==> src/rtl/itrx_aib_phy_tap.sv <==
// ---------------------------------------------------------------------------
// itrx_aib_phy_tap
//   IEEE 1149.1 TAP controller for the AIB PHY. Runs the 16-state TAP FSM,
//   owns the instruction register and drives the latched instruction to the
//   AIB jtag_* decoder. It provides the IDCODE and BYPASS data registers and
//   steers Shift-DR traffic to the external AIB boundary-scan chain.
//
// Ports:
//   tck            in   JTAG test clock (state on rising edge, tdo on falling)
//   reset_n        in   asynchronous active-low reset
//   tms, tdi       in   test mode select / test data in, sampled on rising tck
//   tdo, tdo_en    out  serial data out and its enable, updated on falling tck
//   ir_latched     out  current instruction for the AIB decoder
//   bscan_sel      out  current instruction selects the external chain
//   bscan_capture  out  Capture-DR strobe for the external chain
//   bscan_shift    out  Shift-DR strobe for the external chain
//   bscan_update   out  Update-DR strobe for the external chain
//   bscan_tdi      out  tdi passed through to the external chain
//   bscan_tdo      in   serial return from the external chain
// ---------------------------------------------------------------------------
module itrx_aib_phy_tap #(
  parameter int                        LATCHED_IR_WID = 7,
  parameter logic [31:0]               IDCODE_VAL     = 32'h1000_0AB5,
  parameter logic [LATCHED_IR_WID-1:0] IR_CAPTURE     = LATCHED_IR_WID'(7'b000_0001)
) (
  input  logic                      tck,
  input  logic                      reset_n,
  input  logic                      tms,
  input  logic                      tdi,
  output logic                      tdo,
  output logic                      tdo_en,
  output logic [LATCHED_IR_WID-1:0] ir_latched,
  output logic                      bscan_sel,
  output logic                      bscan_capture,
  output logic                      bscan_shift,
  output logic                      bscan_update,
  output logic                      bscan_tdi,
  input  logic                      bscan_tdo
);

  localparam logic [LATCHED_IR_WID-1:0] IR_EXTEST        = LATCHED_IR_WID'(7'h00);
  localparam logic [LATCHED_IR_WID-1:0] IR_IDCODE        = LATCHED_IR_WID'(7'h01);
  localparam logic [LATCHED_IR_WID-1:0] IR_SAMPLE_PRELD  = LATCHED_IR_WID'(7'h02);
  localparam logic [LATCHED_IR_WID-1:0] IR_AIB_SHIFT_EN  = LATCHED_IR_WID'(7'h0C);
  localparam logic [LATCHED_IR_WID-1:0] IR_AIB_INTEST_EN = LATCHED_IR_WID'(7'h16);

  typedef enum logic [3:0] {
    S_TLR,    S_RTI,
    S_SEL_DR, S_CAP_DR, S_SH_DR, S_EX1_DR, S_PAU_DR, S_EX2_DR, S_UPD_DR,
    S_SEL_IR, S_CAP_IR, S_SH_IR, S_EX1_IR, S_PAU_IR, S_EX2_IR, S_UPD_IR
  } tap_state_t;

  tap_state_t                r_state;
  tap_state_t                w_state_next;
  logic [LATCHED_IR_WID-1:0] r_ir_shift;
  logic [LATCHED_IR_WID-1:0] r_ir_latched;
  logic [31:0]               r_idcode;
  logic                      r_bypass;
  logic                      r_tdo;
  logic                      r_tdo_en;

  logic                      w_sel_idcode;
  logic                      w_sel_bscan;
  logic                      w_sel_bypass;
  logic                      w_tdo_next;
  logic                      w_shifting;

  // -------------------------------------------------------------------------
  // TAP state machine
  // -------------------------------------------------------------------------
  always_ff @(posedge tck or negedge reset_n) begin
    if (!reset_n) begin
      r_state <= S_TLR;
    end else begin
      r_state <= w_state_next;
    end
  end

  always_comb begin
    w_state_next = r_state;
    unique case (r_state)
      S_TLR:    w_state_next = tms ? S_TLR    : S_RTI;
      S_RTI:    w_state_next = tms ? S_SEL_DR : S_RTI;
      S_SEL_DR: w_state_next = tms ? S_SEL_IR : S_CAP_DR;
      S_CAP_DR: w_state_next = tms ? S_EX1_DR : S_SH_DR;
      S_SH_DR:  w_state_next = tms ? S_EX1_DR : S_SH_DR;
      S_EX1_DR: w_state_next = tms ? S_UPD_DR : S_PAU_DR;
      S_PAU_DR: w_state_next = tms ? S_EX2_DR : S_PAU_DR;
      S_EX2_DR: w_state_next = tms ? S_UPD_DR : S_SH_DR;
      S_UPD_DR: w_state_next = tms ? S_SEL_DR : S_RTI;
      S_SEL_IR: w_state_next = tms ? S_TLR    : S_CAP_IR;
      S_CAP_IR: w_state_next = tms ? S_EX1_IR : S_SH_IR;
      S_SH_IR:  w_state_next = tms ? S_EX1_IR : S_SH_IR;
      S_EX1_IR: w_state_next = tms ? S_UPD_IR : S_PAU_IR;
      S_PAU_IR: w_state_next = tms ? S_EX2_IR : S_PAU_IR;
      S_EX2_IR: w_state_next = tms ? S_UPD_IR : S_SH_IR;
      S_UPD_IR: w_state_next = tms ? S_SEL_DR : S_RTI;
      default:  w_state_next = S_TLR;
    endcase
  end

  // -------------------------------------------------------------------------
  // Instruction register: shift stage plus latched copy. The latched copy
  // only moves in Update-IR or TLR, so the DR selection is frozen during
  // any DR scan.
  // -------------------------------------------------------------------------
  always_ff @(posedge tck or negedge reset_n) begin
    if (!reset_n) begin
      r_ir_shift   <= '0;
      r_ir_latched <= IR_IDCODE;
    end else begin
      if (r_state == S_CAP_IR) begin
        r_ir_shift <= IR_CAPTURE;
      end else if (r_state == S_SH_IR) begin
        r_ir_shift <= {tdi, r_ir_shift[LATCHED_IR_WID-1:1]};
      end

      if (r_state == S_TLR) begin
        r_ir_latched <= IR_IDCODE;
      end else if (r_state == S_UPD_IR) begin
        r_ir_latched <= r_ir_shift;
      end
    end
  end

  // -------------------------------------------------------------------------
  // Instruction decode
  // -------------------------------------------------------------------------
  assign w_sel_idcode = (r_ir_latched == IR_IDCODE);
  assign w_sel_bscan  = (r_ir_latched == IR_EXTEST)       ||
                        (r_ir_latched == IR_SAMPLE_PRELD) ||
                        (r_ir_latched == IR_AIB_SHIFT_EN) ||
                        (r_ir_latched == IR_AIB_INTEST_EN);
  assign w_sel_bypass = !w_sel_idcode && !w_sel_bscan;

  // -------------------------------------------------------------------------
  // Internal data registers
  // -------------------------------------------------------------------------
  always_ff @(posedge tck or negedge reset_n) begin
    if (!reset_n) begin
      r_idcode <= '0;
      r_bypass <= 1'b0;
    end else begin
      if (w_sel_idcode) begin
        if (r_state == S_CAP_DR) begin
          r_idcode <= IDCODE_VAL;
        end else if (r_state == S_SH_DR) begin
          r_idcode <= {tdi, r_idcode[31:1]};
        end
      end
      if (w_sel_bypass) begin
        if (r_state == S_CAP_DR) begin
          r_bypass <= 1'b0;
        end else if (r_state == S_SH_DR) begin
          r_bypass <= tdi;
        end
      end
    end
  end

  // -------------------------------------------------------------------------
  // tdo mux and falling-edge output stage; tdo holds outside the Shift states
  // -------------------------------------------------------------------------
  assign w_shifting = (r_state == S_SH_IR) || (r_state == S_SH_DR);

  always_comb begin
    w_tdo_next = r_tdo;
    if (r_state == S_SH_IR) begin
      w_tdo_next = r_ir_shift[0];
    end else if (r_state == S_SH_DR) begin
      if (w_sel_idcode) begin
        w_tdo_next = r_idcode[0];
      end else if (w_sel_bscan) begin
        w_tdo_next = bscan_tdo;
      end else begin
        w_tdo_next = r_bypass;
      end
    end
  end

  always_ff @(negedge tck or negedge reset_n) begin
    if (!reset_n) begin
      r_tdo    <= 1'b0;
      r_tdo_en <= 1'b0;
    end else begin
      r_tdo    <= w_tdo_next;
      r_tdo_en <= w_shifting;
    end
  end

  // -------------------------------------------------------------------------
  // Outputs
  // -------------------------------------------------------------------------
  assign tdo           = r_tdo;
  assign tdo_en        = r_tdo_en;
  assign ir_latched    = r_ir_latched;
  assign bscan_sel     = w_sel_bscan;
  assign bscan_capture = w_sel_bscan && (r_state == S_CAP_DR);
  assign bscan_shift   = w_sel_bscan && (r_state == S_SH_DR);
  assign bscan_update  = w_sel_bscan && (r_state == S_UPD_DR);
  assign bscan_tdi     = tdi;

endmodule

==> config.mk <==
export PLATFORM = sky130hd
export DESIGN_NAME = itrx_aib_phy_tap
export DESIGN_NICKNAME = d
export VERILOG_FILES = /design/src/rtl/itrx_aib_phy_tap.sv
export SDC_FILE = /design/constraint.sdc
export NUM_CORES = 1
export LEC_CHECK = 0
export ABC_AREA = 1
export CAP_MARGIN = 15
export CORE_ASPECT_RATIO = 1.75
export CORE_UTILIZATION = 45
export DETAILED_ROUTE_END_ITERATION = 10
export GPL_TIMING_DRIVEN = 1
export PLACE_DENSITY = 0.74
export RECOVER_POWER = 25
export SYNTH_ARGS = -nofsm -noshare
export SYNTH_HDL_FRONTEND = slang
export SYNTH_SLANG_ARGS = --single-unit
==> constraint.sdc <==
create_clock -name tck -period 3.8 [get_ports tck]
set_input_delay 0.76 -clock tck [delete_from_list [all_inputs] [get_ports tck]]
set_output_delay 0.76 -clock tck [all_outputs]
set_load 0.02 [all_outputs]
==> impl_results.md <==
- Layout Area Growth over Synthesis: 11.5%
- Setup bufs post-CTS: 0
- P per Cell Area: 684 nW/um^2
- Post-synth ARST share: 100%
- Sequential element share of the synthesized area: 54.5%
- Deepest clock path buffer count: 2
- Post-synth cell types: 26
- Drt first pass iters: 7
- Adder-Cell Fraction of Synth Area: 0%
- Flop pwr share: 46.1%
- Clock-pin slew on the worst setup and hold paths: 0.09 ns
- Die W: 57.6 microns
- Total net switching power: 726 uW
- Clock Latency Late Sink: 0.31 ns
- Mean Syn Cell Area: 8.57 sq um
- XOR/XNOR Fraction of Synth Area: 0%
- Final core occ: 51.6%
- Synth Area in Compound Gates: 15.6%
- Max-slew headroom: -70.8%
- Share of cells above drive strength 1: 6.60%
- Mapped Cells: 284
- IO Pins: 19
- LEAKAGE: 0.00126 uW
- Max Cap Viol: 1
- Die Ht: 99.3 microns
- Fin. Hold Viols: 0
- Post-synth top flop: dfrtp_1
- Worst EP arrival: 2.95 ns
- Worst vdd ir: 0.376 mV
- Status: finished with violations
- Core footprint: 5260 sq um
- WL/cell: 12.8 microns
- Clock share of power: 17.8%
- Worst-Margin Slew: 2.56 ns
- DR vias: 1864
- Mapped Nets: 289
- Most common cell in the synthesized netlist: inv_1
- Reg2Reg Setup Slack: 0.38 ns
- Kind of critical path: flip-flop to output port
- Initial Util: 46.3%
- Simple-gate share of the synthesized area: 17.8%
- Mux cell area share after synthesis: 0%
- DRC Markers: 4
- CP max stage cell: dfrtn_1
- Number of global-route vias before repair: 1844
- Skew final: 0.00960 ns
- CP Max Fanout: 2
- Initial antenna violation count: 0
- CTS Sinks: 53
- CP startpoint kind: flip-flop
- Die area: 5720 sq um
- H-tree levels: 2
- Fin. max-slew vios: 50
- Failing checks: DRC, capacitance limit, slew limit
- Port Buffer Count: 18
- Synth top area cells: dfrtp_1 51%, inv_1 8.9%, nand3_1 6.2%
- CP top delay family: flip-flops
- Post-synth top area cell: dfrtp_1
- CP Capture Type: output port
- Setup TNS: 0 ns
- Synthesized cell area: 2430 sq um
- CP Cell Sequence: dlygate4sd2_1
- Synth warn: 0
- Initial DRC Count: 127
- Logic gate share of total power: 36.1%
- Final instance area: 2710 sq um
- Diode count: 0
- Global-route wire length before repair: 8040 microns
- P_int: 1130 uW
- GR Util All Layers: 18.2%
- Routed WL: 4570 microns
- Layout Nets: 307
- Overflow left after global routing: 0
- Vias per cell: 5.21
- Reg-to-Reg End: tdo$_DFFE_NN0P_
- Setup violations, final: 0
- Buffers and inverters on the worst path: 1
- RD Place Congestion: 0.926
- Switch share: 39.1%
- Reg-to-Reg Start: r_state[2]$_DFF_PN0_
- Commonest cells post-synth: 58 x inv_1, 50 x dfrtp_1, 36 x nor2_1, 30 x nand3_1, 26 x o21ai_0
- Reg2reg path depth: 8
- EDFF count, synth: 0
- Pin count of the biggest net entering global routing: 65
- Synthesized flop and latch total: 53
- CTS root buf: clkbuf_8
- Area share of the largest cell type after synthesis: 51.4%
- RSZ-0062 raised after global routing: no
- HPWL after DPL: 3190 microns
- TritonCTS buffer count: 5
- Post-DP Area: 2630 sq um
- CP required: 3.04 ns
- ANT nets after route: 0
- CTS tree: done
- Num rows: 35
- Worst hold path type: input pin to asynchronous set/reset pin
- Largest family of logic cells by synthesized area: simple AND/OR/NAND/NOR gates
- Worst stage delay on the critical path: 0.41 ns
## placed cells by master (no fill, tap or decap)
cell / count
inv_1: 58
dfrtp_1: 50
nor2_1: 36
nand3_1: 30
o21ai_0: 26
nand2_1: 22
clkdlybuf4s50_1: 15
o22ai_1: 12
o21ai_1: 12
a21oi_1: 6
clkbuf_8: 6
a21oi_2: 5
nor3_1: 4
nand4_1: 3
inv_2: 2
clkbuf_1: 2
dlygate4sd2_1: 2
dfrtn_1: 2
nand2_2: 1
nor2_8: 1
o21a_1: 1
a211o_1: 1
a2bb2oi_1: 1
a21oi_4: 1
clkinv_4: 1
clkinv_2: 1
dfstp_2: 1
buf_4: 1
## worst max-delay path by stage
| stage | start | end | slack [ns] | depth (start not counted) |
|---|---|---|---|---|
| after floorplan | ir_latched[3]$_DFFE_PN0P_ | tdo$_DFFE_NN0P_ | 0.52 | 10 |
| after global placement | tdo$_DFFE_NN0P_ | tdo | 0.16 | 1 |
| after detailed placement | tdo$_DFFE_NN0P_ | tdo | 0.15 | 1 |
| after CTS | tdo$_DFFE_NN0P_ | tdo | 0.08 | 1 |
| after global routing | tdo$_DFFE_NN0P_ | tdo | 0.06 | 1 |
| final | tdo$_DFFE_NN0P_ | tdo | 0.09 | 1 |
## flip-flops by register name (all words and copies together) (netlist names)
signal and count:
r_idcode 32, r_ir_shift 7, ir_latched 7, r_bypass 1
r_state 4, tdo_en 1, tdo 1
## per-layer routing
layer / global-route usage [%] / vias up / share of wire [%]
li1: - / 946 / -
met1: 21.1 / 875 / 43
met2: 31.7 / 32 / 52
met3: 3.12 / 11 / 2.3
met4: 9.38 / 0 / 2.8
met5: 0 / - / 0
## power by group through the flow
stage                     clock (uW)  combinational, uW  sequential [uW]
after floorplan                    0                563              853
after global placement             0                670              857
after detailed placement           0                679              866
after CTS                        342                678              854
after global routing             360                772              879
final                            331                670              855
## area by class of cell
type                       count  area, sq um
fill                         497         2540
sequential                    53         1330
multi-input combinational    162          813
inverter                      60          225
timing repair buffer          20          183
clock buffer                   6         82.6
tap                           55         68.8
clock inverter                 2         13.8
## through the flow
stage                     setup slack [ns]  std cells  power (uW)  hold slack, ns
final                               0.0925        358        1860           0.297
after detailed placement             0.151        350        1550           0.434
after floorplan                      0.521        284        1420           0.453
after global placement               0.164        350        1530           0.430
after CTS                           0.0831        358        1870           0.249
after global routing                0.0645        358        2010           0.305
## cells by family (layout without fill, tap and decap cells)
kind of cell    Yosys count  after routing
compound gates           65             65
buf+inv                  69             88
flops                    53             53
simple gates             97             97
## repair_timing
item	4_1_cts	5_1_grt
hold buffers	0	0
setup endpoints to repair	2	0
resized for setup	2	0
(Power assumes the default switching activity.)
